[src/rtl/snes_pad_poller.sv]
// SNES controller port master: drives latch/clock, samples d0/d1 and returns two button words per poll.
// Optional build macro POLLER_AUTO_EN adds a free-running AUTO_PERIOD poll timer.
module snes_pad_poller #(
  parameter int LATCH_CYCLES = 144,
  parameter int HALF_CYCLES  = 72,
  parameter int NUM_BITS     = 16,
  parameter int AUTO_PERIOD  = 200000
) (
  input  logic                i_sys_clk_12,
  input  logic                i_reset,
  input  logic                i_start,
  input  logic                i_d0,
  input  logic                i_d1,
  output logic                o_latch,
  output logic                o_clk,
  output logic                o_busy,
  output logic                o_valid,
  output logic [NUM_BITS-1:0] o_d0_word,
  output logic [NUM_BITS-1:0] o_d1_word
);

  localparam int PH_MAX = (LATCH_CYCLES > HALF_CYCLES) ? LATCH_CYCLES : HALF_CYCLES;
  localparam int PH_W   = $clog2(PH_MAX + 1);
  localparam int BIT_W  = $clog2(NUM_BITS) + 1;

  localparam logic [PH_W-1:0]  LATCH_LAST = PH_W'(LATCH_CYCLES - 1);
  localparam logic [PH_W-1:0]  HALF_LAST  = PH_W'(HALF_CYCLES - 1);
  localparam logic [BIT_W-1:0] BIT_LIMIT  = BIT_W'(NUM_BITS);

  typedef enum logic [2:0] {
    ST_IDLE,
    ST_LATCH,
    ST_GAP,
    ST_CLK_LO,
    ST_CLK_HI,
    ST_DONE
  } state_t;

  state_t            state_reg, state_next;
  logic [PH_W-1:0]   phase_reg, phase_next;
  logic [BIT_W-1:0]  bit_reg, bit_next;
  logic              sample_now;
  logic              start_req;
  logic              auto_req;

  logic [1:0]          meta_reg;
  logic [1:0]          sync_reg;
  logic [NUM_BITS-1:0] shift0_reg;
  logic [NUM_BITS-1:0] shift1_reg;

  logic latch_next, clk_next, busy_next, valid_next;

  // Data lines are asynchronous to the system clock; idle level is high (not pressed).
  always_ff @(posedge i_sys_clk_12) begin
    if (i_reset) begin
      meta_reg <= 2'b11;
      sync_reg <= 2'b11;
    end else begin
      meta_reg <= {i_d1, i_d0};
      sync_reg <= meta_reg;
    end
  end

`ifdef POLLER_AUTO_EN
  localparam int AUTO_W = $clog2(AUTO_PERIOD + 1);
  localparam logic [AUTO_W-1:0] AUTO_LAST = AUTO_W'(AUTO_PERIOD - 1);

  logic [AUTO_W-1:0] auto_reg;

  always_ff @(posedge i_sys_clk_12) begin
    if (i_reset) begin
      auto_reg <= '0;
    end else if (auto_reg == AUTO_LAST) begin
      auto_reg <= '0;
    end else begin
      auto_reg <= auto_reg + 1'b1;
    end
  end

  // Only honoured in IDLE, so a wrap that lands mid-poll is simply lost.
  assign auto_req = (auto_reg == AUTO_LAST);
`else
  assign auto_req = (AUTO_PERIOD < 0);
`endif

  assign start_req = i_start | auto_req;

  always_ff @(posedge i_sys_clk_12) begin
    if (i_reset) begin
      state_reg <= ST_IDLE;
      phase_reg <= '0;
      bit_reg   <= '0;
    end else begin
      state_reg <= state_next;
      phase_reg <= phase_next;
      bit_reg   <= bit_next;
    end
  end

  always_comb begin
    state_next = state_reg;
    phase_next = phase_reg + 1'b1;
    bit_next   = bit_reg;
    sample_now = 1'b0;
    case (state_reg)
      ST_IDLE: begin
        phase_next = '0;
        bit_next   = '0;
        if (start_req) begin
          state_next = ST_LATCH;
        end
      end
      ST_LATCH: begin
        if (phase_reg == LATCH_LAST) begin
          state_next = ST_GAP;
          phase_next = '0;
        end
      end
      ST_GAP: begin
        if (phase_reg == HALF_LAST) begin
          state_next = ST_CLK_LO;
          phase_next = '0;
        end
      end
      ST_CLK_LO: begin
        if (phase_reg == HALF_LAST) begin
          state_next = ST_CLK_HI;
          phase_next = '0;
          sample_now = 1'b1;
        end
      end
      ST_CLK_HI: begin
        if (phase_reg == HALF_LAST) begin
          phase_next = '0;
          bit_next   = bit_reg + 1'b1;
          if (bit_next < BIT_LIMIT) begin
            state_next = ST_CLK_LO;
          end else begin
            state_next = ST_DONE;
          end
        end
      end
      ST_DONE: begin
        state_next = ST_IDLE;
        phase_next = '0;
        bit_next   = '0;
      end
      default: begin
        state_next = ST_IDLE;
        phase_next = '0;
        bit_next   = '0;
      end
    endcase
  end

  // Outputs are decoded from the next state so the registered pins line up with state_reg.
  always_comb begin
    latch_next = (state_next == ST_LATCH);
    clk_next   = (state_next != ST_CLK_LO);
    busy_next  = (state_next != ST_IDLE);
    valid_next = (state_next == ST_DONE);
  end

  // Wire-low means pressed, so samples are inverted; first bit ends up in the MSB.
  always_ff @(posedge i_sys_clk_12) begin
    if (i_reset) begin
      shift0_reg <= '0;
      shift1_reg <= '0;
    end else if (sample_now) begin
      shift0_reg <= {shift0_reg[NUM_BITS-2:0], ~sync_reg[0]};
      shift1_reg <= {shift1_reg[NUM_BITS-2:0], ~sync_reg[1]};
    end
  end

  always_ff @(posedge i_sys_clk_12) begin
    if (i_reset) begin
      o_latch   <= 1'b0;
      o_clk     <= 1'b1;
      o_busy    <= 1'b0;
      o_valid   <= 1'b0;
      o_d0_word <= '0;
      o_d1_word <= '0;
    end else begin
      o_latch <= latch_next;
      o_clk   <= clk_next;
      o_busy  <= busy_next;
      o_valid <= valid_next;
      if (state_next == ST_DONE) begin
        o_d0_word <= shift0_reg;
        o_d1_word <= shift1_reg;
      end
    end
  end

endmodule

[config.mk]
export PLATFORM = sky130hd
export DESIGN_NAME = snes_pad_poller
export DESIGN_NICKNAME = d
export VERILOG_FILES = /design/src/rtl/snes_pad_poller.sv
export SDC_FILE = /design/constraint.sdc
export NUM_CORES = 1
export LEC_CHECK = 0
export CORE_MARGIN = 1
export CORE_UTILIZATION = 41
export DETAILED_ROUTE_END_ITERATION = 10
export PLACE_DENSITY = 0.62
export SYNTH_ARGS = -nofsm -noshare
export SYNTH_HDL_FRONTEND = slang
export SYNTH_SLANG_ARGS = --single-unit
[constraint.sdc]
create_clock -name i_sys_clk_12 -period 2.5 [get_ports i_sys_clk_12]
set_input_delay 0.25 -clock i_sys_clk_12 [delete_from_list [all_inputs] [get_ports i_sys_clk_12]]
set_output_delay 0.25 -clock i_sys_clk_12 [all_outputs]
set_load 0.05 [all_outputs]
==> results of run 1 <==
[synthesized netlist by cell type (all sizes together) (2+ instances only)]
library cell / number / area share [%]
a211oi: 7 / 1.6
a21oi: 37 / 5.1
and3: 3 / 0.52
and4bb: 2 / 0.69
buf: 5 / 1.2
clkbuf: 21 / 2.2
dfxtp: 88 / 49
ha: 2 / 0.69
inv: 4 / 0.41
mux2i: 32 / 8.8
nand2: 65 / 6.7
nand2b: 65 / 11
nand3: 6 / 0.83
nand3b: 3 / 0.62
nor2: 19 / 2.2
nor3: 3 / 0.41
nor3b: 3 / 0.62
o211a: 2 / 0.76
o21ai: 4 / 0.55
or2: 7 / 1.2
xnor2: 5 / 1.2
xor2: 3 / 0.73
[logic make-up after synthesis]
group | synth area share [%]
muxes | 8.837
and+or+nand+nor | 26.44
DFF | 48.60
xor gates and xnor gates | 1.933
buffers and inverters | 3.797
AOI/OAI and AO/OA | 9.700
adders and majority gates | 0.6903
[where the power goes]
part	internal, mW	switching [mW]
sequential	1.41	0.00511
combinational	0.0386	0.0475
clock	0.459	0.502
total	1.91	0.555
[routing by layer]
layer  up-vias  track usage (%)  routed length, um  part of all wire (%)
met4         0            5.224                 91                   1.3
li1       1390                -                  -                     -
met1      1244            20.38               3283                    48
met3         8            4.976                209                   3.0
met5         -                0                  0                     0
met2        38            26.42               3297                    48
[through the flow]
stage / worst slack, ns / area (um2) / util (%) / instances
2_1_floorplan: 0.6273 / 3625 / - / 399
5_1_grt: 0.1836 / 4328 / 51.63 / 545
6_report: 0.3157 / 4328 / 51.63 / 545
4_1_cts: 0.2870 / 4328 / 51.63 / 545
3_3_place_gp: 0.003715 / 4124 / 49.20 / 529
3_5_place_dp: -0.06514 / 4124 / 49.20 / 529
[timing repair]
| action | 4_1_cts | 5_1_grt |
|---|---|---|
| endpoints found under the setup margin | 32 | 0 |
| gates resized for setup | 1 | 0 |
| endpoints found under the hold margin | 0 | 0 |
[cell usage in the layout (no fill, tap or decap), types with 2 or more instances in the layout]
| cell | n |
|---|---|
| dfxtp_1 | 88 |
| nand2b_1 | 65 |
| nand2_1 | 65 |
| clkdlybuf4s50_1 | 39 |
| a21oi_1 | 37 |
| mux2i_1 | 32 |
| nor2_1 | 18 |
| buf_4 | 10 |
| clkbuf_8 | 9 |
| or2_2 | 7 |
| nand3_1 | 6 |
| a211oi_1 | 6 |
| xnor2_1 | 5 |
| inv_1 | 4 |
| o21ai_0 | 4 |
| clkinvlp_4 | 4 |
| nand3b_1 | 3 |
| nor3b_1 | 3 |
| xor2_1 | 3 |
| and3_1 | 3 |
| nor3_1 | 3 |
| nor2_4 | 2 |
| ha_1 | 2 |
[worst max-delay path, cell delays in order, from the launching register on]
cell	delay, ns
dfxtp_1	0.33
ha_1	0.23
and4bb_2	0.27
and2_1	0.17
o211a_4	0.28
nor2_4	0.56
mux2i_1	0.26
[final cells by class]
| cell class | count | area share, % |
|---|---|---|
| Sequential cell | 88 | 40.71 |
| Multi-Input combinational cell | 282 | 40.13 |
| Timing Repair Buffer | 51 | 11.33 |
| Tap cell | 105 | 3.036 |
| Clock buffer | 9 | 2.862 |
| Clock inverter | 6 | 1.590 |
| Inverter | 4 | 0.3469 |
[final timing paths]
check                                  start             to  cells past startpoint
worst min-delay path                 i_reset  shift1_reg[9]                      2
worst max-delay path            phase_reg[0]   o_d1_word[5]                      6
worst min register to register   sync_reg[0]  shift0_reg[0]                      1
worst max register to register  phase_reg[0]   o_d1_word[5]                      6
==> impl_metrics.json, run 1 <==
{
  "first_pass_iters": 4,
  "grt_setup_unrepaired": "no",
  "ir_worst_vdd_mv": 0.3434,
  "ys_ff_latch": 88,
  "syn_area_per_cell_um2": 9.085,
  "power_leakage_nw": 1.371,
  "path_clk_slew_ns": 0.09,
  "post_cts_buffers": 0,
  "ys_seq_area_share_pct": 48.60,
  "avgViaCountPerCell": 4.917,
  "die_h_um": 96.03,
  "netlist-cell-type-count": 40,
  "fillers": 800,
  "hold_class": "input pin to register",
  "r2r_slack_ns": 0.32,
  "ant_nets": 0,
  "nNetsFinal": 443,
  "grt_use_total_pct": 16.22,
  "ys_async_sr_fraction_pct": 0,
  "synth_area_mm2": 0.003625,
  "cts_made_buffers": 9,
  "grt_pass1_vias": 2474,
  "avgRoutedWirePerCell_um": 12.63,
  "cts_hold_buffers": 0,
  "worstSetupStartpointType": "register",
  "worstPathArrival_ns": 2.47,
  "root_buffer": "clkbuf_8",
  "die_area_mm2": 0.009221,
  "antennaDiodeCount": 0,
  "io_pins": 41,
  "crit_required_ns": 2.78,
  "yosys_most_used_dff": "dfxtp_1",
  "die_w_um": 96.03,
  "clk_path_buf_depth": 2,
  "cts_htree_levels": 3,
  "synth_edf_count": 0,
  "finalCriticalPeriod_ns": 2.184,
  "hold_violations": 0,
  "core_mm2": 0.008382,
  "io_buffers": 40,
  "cts_tree": "built",
  "maxSlewViolCount": 0,
  "grt_pass1_wl_um": 11470,
  "fin_hold_ws_ns": 0.2315,
  "yosysWarnings": 0,
  "setup_tns_ns": 0,
  "grt_max_degree": 78,
  "rows": 33,
  "outcome": "complete, no violations",
  "cts_sinks": 88,
  "syn2layout_area_growth_pct": 19.40,
  "power.density_mw_per_mm2": 568.4,
  "syn_nets": 406,
  "end_kind": "register",
  "regArea_mm2": 0.001762,
  "fin_crit_sh_pct": 87.37,
  "wl_um": 6882,
  "drc": 0,
  "synth_cells": 399,
  "cap_violations": 0,
  "drt_iter0_drc": 113,
  "worst_pin_slew_ns": 0.6881,
  "overflow": 0,
  "crit_fanout": 16,
  "slew_headroom_pct": 54.02,
  "grt_antenna_before_repair": 0,
  "finalSetupViolCount": 0,
  "finalPower_mw": 2.460,
  "gp_congestion": 0.8110,
  "multi_input_area_mm2": 0.001737,
  "num_vias": 2680,
  "start_util_pct": 43.25,
  "clk_latency_ns": 0.36,
  "dpl.hpwl_um": 4354,
  "drive_above_1_share_pct": 9.318,
  "clock_skew_ns": 0.01257,
  "path_class": "register to register",
  "fmax_mhz": 457.8
}
Power figures use the tool's default switching activity.
==> run 2, diff against run 1 <==
Settings changed: DONT_BUFFER_PORTS set to 1, PLACE_DENSITY 0.62 to 0.56, SKIP_CTS_REPAIR_TIMING set to 1.
==> run 2 against run 1 <==
- final cell count shrank 8.3%
- clock power shrank 5.1%
- register-to-register slack gained 0.17 ns
- highest routed layer unchanged
- hold slack worse by 0.16 ns
- via count decreased by 7.0%
- design area is 9.9% lower
- total power decreased by 2.9%
- first-iteration DRC count down 50%
- sequential power barely moved
- worst setup slack better by 0.17 ns
- global-route usage down 1.7 points
==> impl_metrics.json, run 2 (same netlist as run 1, synthesis figures left out) <==
{
  "cts_sinks": 88,
  "root_buffer": "clkbuf_8",
  "dpl.hpwl_um": 3831,
  "clk_latency_ns": 0.35,
  "start_util_pct": 43.25,
  "wl_um": 6418,
  "die_w_um": 96.03,
  "setup_tns_ns": 0,
  "die_area_mm2": 0.009221,
  "cts_made_buffers": 9,
  "final_util_pct": 46.50,
  "worst-path-buf-inv": 1,
  "drc": 0,
  "finalCriticalPeriod_ns": 2.018,
  "grt_max_degree": 113,
  "grt_pass1_vias": 2228,
  "clk_path_buf_depth": 2,
  "fmax_mhz": 495.6,
  "cts_tree": "built",
  "crit_required_ns": 2.73,
  "cts_htree_levels": 3,
  "grt_antenna_before_repair": 0,
  "cap_violations": 0,
  "cp_slowest_stage_delay_ns": 0.57,
  "fin_crit_sh_pct": 80.71,
  "clock_skew_ns": 0.01373,
  "end_kind": "register",
  "finalWorstSetupSlack_ns": 0.4823,
  "dp_slack_ns": 0.4983,
  "avgViaCountPerCell": 4.986,
  "ant_nets": 0,
  "hold_violations": 0,
  "antennaDiodeCount": 0,
  "crit_family": "simple AND/OR/NAND/NOR gates",
  "drt_iter0_drc": 56,
  "grt_pass1_wl_um": 10310,
  "path_clk_slew_ns": 0.10,
  "design_area_mm2": 0.003897,
  "overflow": 0,
  "io_pins": 41,
  "hold_class": "input pin to register",
  "outcome": "complete, no violations",
  "drive_above_1_share_pct": 8.354,
  "layout_common_cells": "dfxtp_1, nand2b_1, nand2_1, a21oi_1, mux2i_1",
  "avgRoutedWirePerCell_um": 12.84,
  "rows": 33,
  "syn2layout_area_growth_pct": 7.525,
  "placed_area_mm2": 0.003669,
  "io_buffers": 0,
  "power_leakage_nw": 1.215,
  "core_mm2": 0.008382,
  "maxSlewViolCount": 0,
  "grt_use_total_pct": 14.53,
  "power.density_mw_per_mm2": 613.1,
  "path_class": "register to register",
  "first_pass_iters": 4,
  "finalSetupViolCount": 0,
  "worstPathArrival_ns": 2.25,
  "grt_setup_unrepaired": "no",
  "ir_worst_vdd_mv": 0.3888,
  "num_vias": 2493,
  "die_h_um": 96.03,
  "finalPower_mw": 2.390,
  "cp_slowest_cell": "or4b_4",
  "path_cells": "or4b_4 -> o311ai_2 -> o211a_4 -> nor2_4 -> buf_12 -> mux2i_1",
  "slew_headroom_pct": 63.21,
  "nNetsFinal": 397,
  "worstSetupStartpointType": "register",
  "gp_congestion": 0.8380,
  "final_common_cell": "dfxtp_1",
  "worst_pin_slew_ns": 0.5511,
  "crit_fanout": 32
}
-- run 2: cell count changes in the layout (fill, tap and decap cells not counted), sizes merged --
cell | before | now
buf | 12 | 4
bufinv | 1 | 0
clkbuf | 9 | 10
clkdlybuf4s50 | 39 | 0
clkinv | 0 | 3
clkinvlp | 4 | 1
dlygate4sd3 | 0 | 2
inv | 5 | 6
nor2 | 20 | 19
-- run 2: worst paths after layout --
check                           depth (start not counted)         start       endpoint  slack (ns)
worst max-delay path                                    6  phase_reg[4]   o_d1_word[4]        0.48
worst min-delay path                                    2       i_reset  o_d1_word[15]        0.07
worst max register to register                          6  phase_reg[4]   o_d1_word[4]        0.48
worst min register to register                          1   sync_reg[0]  shift0_reg[0]        0.41
-- run 2: per-stage QoR --
step	hold WS [ns]	instances
3_3_place_gp	0.3295	481
4_1_cts	-0.07013	497
3_5_place_dp	0.3283	481
6_report	0.06925	500
2_1_floorplan	0.3538	399
5_1_grt	0.03761	500
-- run 2: area by class of cell --
cell class | count | area, um2
Inverter | 4 | 15.01
Fill cell | 850 | 4484
Clock buffer | 10 | 137.6
Multi-Input combinational cell | 281 | 1725
Timing Repair Buffer | 6 | 75.07
Clock inverter | 6 | 51.30
Sequential cell | 88 | 1762
Tap cell | 105 | 131.4
-- run 2: layer usage --
layer	share of wire (%)	vias up	track usage [%]
li1	-	1299	-
met1	50	1154	17.14
met2	45	36	24.11
met3	4.3	4	5.687
met4	0.76	0	4.602
met5	0	-	0
-- run 2: power breakdown --
part,switching [mW],internal (mW),leakage (nW)
clock,0.511,0.400,0.0935
sequential,0.0133,1.41,0.711
combinational,0.0249,0.0317,0.410
total,0.550,1.84,1.21
-- run 2: worst register-to-register path, stage by stage, from the launching register on --
cell      delay (ns)
dfxtp_1         0.38
or4b_4          0.57
o311ai_2        0.30
o211a_4         0.25
nor2_4          0.04
buf_12          0.19
mux2i_1         0.17
==> patch 1 (flow settings as in run 2) <==
Build with the macro `POLLER_AUTO_EN` defined.
--- a/src/rtl/snes_pad_poller.sv
+++ b/src/rtl/snes_pad_poller.sv
@@ -2,2 +2,4 @@
 // Optional build macro POLLER_AUTO_EN adds a free-running AUTO_PERIOD poll timer.
+`define POLLER_AUTO_EN
+
 module snes_pad_poller #(
Function: no difference found for any inputs over 10 cycles, from zero or initial values and one cycle with i_reset high; that may be too few to reach the edited logic, so the function may still have changed.
==> patch 1 against run 2 <==
Synthesized cell count is 22% higher. Clock power is 7.6% higher. Total power is 16% higher. Wire length is 20% higher. Non-clock buffer count is 4 higher. Die area is 16% higher. Area after synthesis is 17% higher. Worst setup slack worse by 0.25 ns. Sequential cell count is 18 higher. Cell area is 17% higher. Critical path type unchanged.
==> patch 1: results (changes against run 2) <==
metric,value,unit,change
grt_pass1_wl,13080,um,"was 10,310 um"
skew,0.01152,ns,was 0.01373 ns
synth_area_leaders,"dfxtp_1 (50%), nand2_1 (12%), mux2i_1 (7.6%), a21oi_1 (4.7%), nor2_1 (3.8%)",,"was dfxtp_1 (49%), nand2b_1 (11%), mux2i_1 (8.8%), nand2_1 (6.7%), a21oi_1 (5.1%)"
antenna_found_initial,0,,unchanged
nFillCells,975,,was 850
cts_buffers,9,,unchanged
clk_latency,0.37,ns,was 0.35 ns
drt-pass1-iter-count,4,,unchanged
dp_hpwl,5020,um,was 3831 um
wire_per_inst,12.47,um,was 12.84 um
port-buffer-count,0,,unchanged
viasPerCell,4.945,,was 4.986
ys_warn_count,0,,unchanged
worst-path-max-fanout,32,,unchanged
vdd_drop_max,0.2607,mV,was 0.3888 mV
synth_common_cells,"nand2_1 (135), dfxtp_1 (106), nor2_1 (43), a21oi_1 (40), mux2i_1 (32)",,"was dfxtp_1 (88), nand2_1 (65), nand2b_1 (65), a21oi_1 (37), mux2i_1 (32)"
leakagePower,1.471,nW,was 1.215 nW
cts_root_buffer,clkbuf_8,,unchanged
synth.distinct_cells,41,,was 40
clock_path_buffers,2,,unchanged
syn_nets,496,,was 406
synth-edff-count,0,,unchanged
power.internal,2.107,mW,was 1.840 mW
ys_seq_area_frac,0.5012,,was 0.4860
tns,0,ns,unchanged
antenna_cells,0,,unchanged
gp_congestion,0.7926,,was 0.8380
ys.flop_type,dfxtp_1,,unchanged
dr.first_iter.drc_count,120,,was 56
hp-class,in2reg,,unchanged
htree_levels,3,,unchanged
grt_pass1_vias,2914,,"was 2,228"
worstMarginPinSlew,0.7484,ns,was 0.5511 ns
async_flop_share,0,,unchanged
nets,489,,was 397
largest_register_ffs,18,,
cap_viol_max_count,0,,unchanged
clk_pin_slew,0.10,ns,about the same
grt_max_degree,47,,was 113
track_usage,0.1472,,was 0.1453
drive_gt1_frac,0.08025,,was 0.08354
status,completed,,unchanged
==> patch 1: worst max-delay path, stage by stage, from the launching register on <==
cell	delay [ns]
dfxtp_1	0.36
ha_1	0.22
or4bb_1	0.54
nor2_2	0.22
a211oi_2	0.14
a32oi_4	0.22
buf_12	0.27
mux2i_1	0.21
==> patch 1: final cells by class <==
cell class / count / area share
Multi-Input combinational cell: 349 / 0.4303
Sequential cell: 106 / 0.4657
Timing Repair Buffer: 10 / 0.02306
Inverter: 5 / 0.004119
Clock buffer: 9 / 0.02718
Tap cell: 133 / 0.03652
Clock inverter: 7 / 0.01318
==> patch 1: stage by stage <==
stage | instances | total power [mW] | area, um^2 | setup slack (ns)
after floorplan | 488 | 1.814 | 4234 | 0.3876
after global placement | 600 | 1.818 | 4330 | 0.2809
after detailed placement | 600 | 1.820 | 4330 | 0.1938
after CTS | 616 | 2.815 | 4514 | 0.1696
after global routing | 619 | 2.903 | 4557 | 0.06328
final | 619 | 2.778 | 4557 | 0.2320
==> patch 1: per-layer routing <==
layer | global-route usage | vias to the layer above | share of wire
li1 | - | 1602 | -
met1 | 0.1740 | 1410 | 0.48
met2 | 0.2526 | 40 | 0.47
met3 | 0.04657 | 9 | 0.042
met4 | 0.04658 | 0 | 0.0096
met5 | 0 | - | 0
==> patch 1: worst paths after layout <==
kind	slack, ns	from	cells after the start	endpoint
worst min-delay path	0.08	i_reset	2	o_valid$_SDFF_PP0_
worst min register to register	0.41	sync_reg[0]$_SDFF_PP1_	1	shift0_reg[0]$_SDFFE_PP0P_
worst max-delay path	0.23	phase_reg[0]$_SDFF_PP0_	7	o_d1_word[9]$_SDFFE_PP0N_
worst max register to register	0.23	phase_reg[0]$_SDFF_PP0_	7	o_d1_word[9]$_SDFFE_PP0N_
==> patch 1: power by group through the flow <==
stage | logic, mW | registers [mW] | clock network, mW
final | 0.0757 | 1.72 | 0.981
after floorplan | 0.0599 | 1.75 | 0
after CTS | 0.0606 | 1.72 | 1.03
after global placement | 0.0591 | 1.76 | 0
after global routing | 0.0843 | 1.72 | 1.10
after detailed placement | 0.0604 | 1.76 | 0
==> patch 1: logic make-up (layout without fill, tap and decap cells) <==
group / Yosys count / after routing / synth area share
mux: 32 / 32 / 0.07565
buf+inv: 33 / 31 / 0.03753
compound gates: 58 / 58 / 0.08392
xor+xnor: 23 / 23 / 0.04758
flops: 106 / 106 / 0.5012
simple gates: 233 / 233 / 0.2453
fa+ha+maj: 3 / 3 / 0.008866
==> patch 2 (flow settings as in run 2) <==
Made on the original files. The 6 states of `state_t` get a one-hot encoding in 6 bits.
--- a/src/rtl/snes_pad_poller.sv
+++ b/src/rtl/snes_pad_poller.sv
@@ -29,9 +29,9 @@
 
-  typedef enum logic [2:0] {
-    ST_IDLE,
-    ST_LATCH,
-    ST_GAP,
-    ST_CLK_LO,
-    ST_CLK_HI,
-    ST_DONE
+  typedef enum logic [5:0] {
+    ST_IDLE   = 6'b000001,
+    ST_LATCH  = 6'b000010,
+    ST_GAP    = 6'b000100,
+    ST_CLK_LO = 6'b001000,
+    ST_CLK_HI = 6'b010000,
+    ST_DONE   = 6'b100000
   } state_t;
Check against the original RTL: same outputs for any inputs over 10 cycles, from zero or initial values and one cycle with i_reset high; not proved beyond that.
==> patch 2 against run 2 <==
Global-route usage grew 1.0 points. Sequential cell count is 3 higher. Total power up 6.5%. Critical path depth increased by 1. Worst setup slack worse by 0.082 ns. Cell area shrank 4.7%. Wire length is 1.7% higher. Area after synthesis down 5.4%.
==> patch 2: results (changes against run 2) <==
metric,value,unit,change
status,completed,,unchanged
worst-path-max-fanout,23,,was 32
vdd_drop_max,0.2595,mV,was 0.3888 mV
dp_hpwl,3879,um,was 3831 um
timing.slew.headroom,0.5963,,was 0.6321
synthXorXnorAreaFrac,0.02555,,was 0.01933
min_path_cells,1,,was 2
rr_worst_depth,7,,was 6
fin_crit_sh,0.8397,,was 0.8071
track_usage,0.1552,,was 0.1453
synth.distinct_cells,42,,was 40
grt_pass1_vias,2362,,"was 2,228"
drive_gt1_frac,0.07598,,was 0.08354
vias,2552,,"was 2,493"
gp_congestion,0.8087,,was 0.8380
grt_max_degree,81,,was 113
placed_cell_area,3456,um^2,was 3669 um^2
synth.avg_cell_area,8.341,um^2,was 9.085 um^2
routed_wl,6529,um,was 6418 um
nets,410,,was 397
crit_arrival,2.38,ns,was 2.25 ns
crit_start,bit_reg[0]$_SDFFE_PP0P_,,was phase_reg[4]$_SDFF_PP0_
dr.first_iter.drc_count,120,,was 56
r2r_slack,0.40,ns,was 0.48 ns
synth_common_cells,"nand2_1 (129), dfxtp_1 (91), a21oi_1 (68), nor2_1 (20), clkbuf_1 (11)",,"was dfxtp_1 (88), nand2_1 (65), nand2b_1 (65), a21oi_1 (37), mux2i_1 (32)"
grt_pass1_wl,10700,um,"was 10,310 um"
htree_levels,3,,unchanged
fin_hold_ws,0.05178,ns,was 0.06925 ns
leakagePower,1.230,nW,was 1.215 nW
crit_end,o_d1_word[9]$_SDFFE_PP0N_,,was o_d1_word[4]$_SDFFE_PP0N_
synthMuxAreaShare,0.002920,,was 0.08837
wire_per_inst,12.80,um,was 12.84 um
ys_seq_area_frac,0.5314,,was 0.4860
synth_area_leaders,"dfxtp_1 (53%), nand2_1 (14%), a21oi_1 (9.9%), nor2_1 (2.2%), xor2_1 (1.5%)",,"was dfxtp_1 (49%), nand2b_1 (11%), mux2i_1 (8.8%), nand2_1 (6.7%), a21oi_1 (5.1%)"
synth_compound_gate_area_share,0.1328,,was 0.09700
min_to,o_busy$_SDFF_PP0_,,was o_d1_word[15]$_SDFFE_PP0N_
hold_start,i_start,,was i_reset
skew,0.01253,ns,was 0.01373 ns
dp_cells,490,,was 481
syn_nets,418,,was 406
async_flop_share,0,,unchanged
## patch 2: cell type report
class	count	area, um^2
clock inverters	7	76.32
repair buffers	7	92.59
inverters	2	7.507
well taps	102	127.6
clock buffers	9	123.9
flip-flops and latches	91	1822
multi-input cells	292	1464
fillers	784	4174
## patch 2: metal layers
metal  up-vias  share of wire  GRT usage
met3         8          0.055    0.03821
met2        51           0.43     0.2408
met5         -              0          0
met1      1153           0.50     0.2010
met4         0          0.017    0.07564
li1       1340              -          -
## patch 2: worst max-delay path, stage by stage (launching register included)
cell and delay [ns]:
dfxtp_1 0.38, ha_1 0.18, nand3_1 0.13, xor2_1 0.45, or3_1 0.45, buf_12 0.22, nand2_1 0.07, a21oi_1 0.15
## patch 2: power breakdown
group	leakage [nW]	internal [mW]	total [mW]	switching, mW
Clock	0.102	0.471	1.01	0.534
Combinational	0.394	0.0232	0.0600	0.0368
Sequential	0.735	1.46	1.48	0.0206
Total	1.23	1.95	2.54	0.591
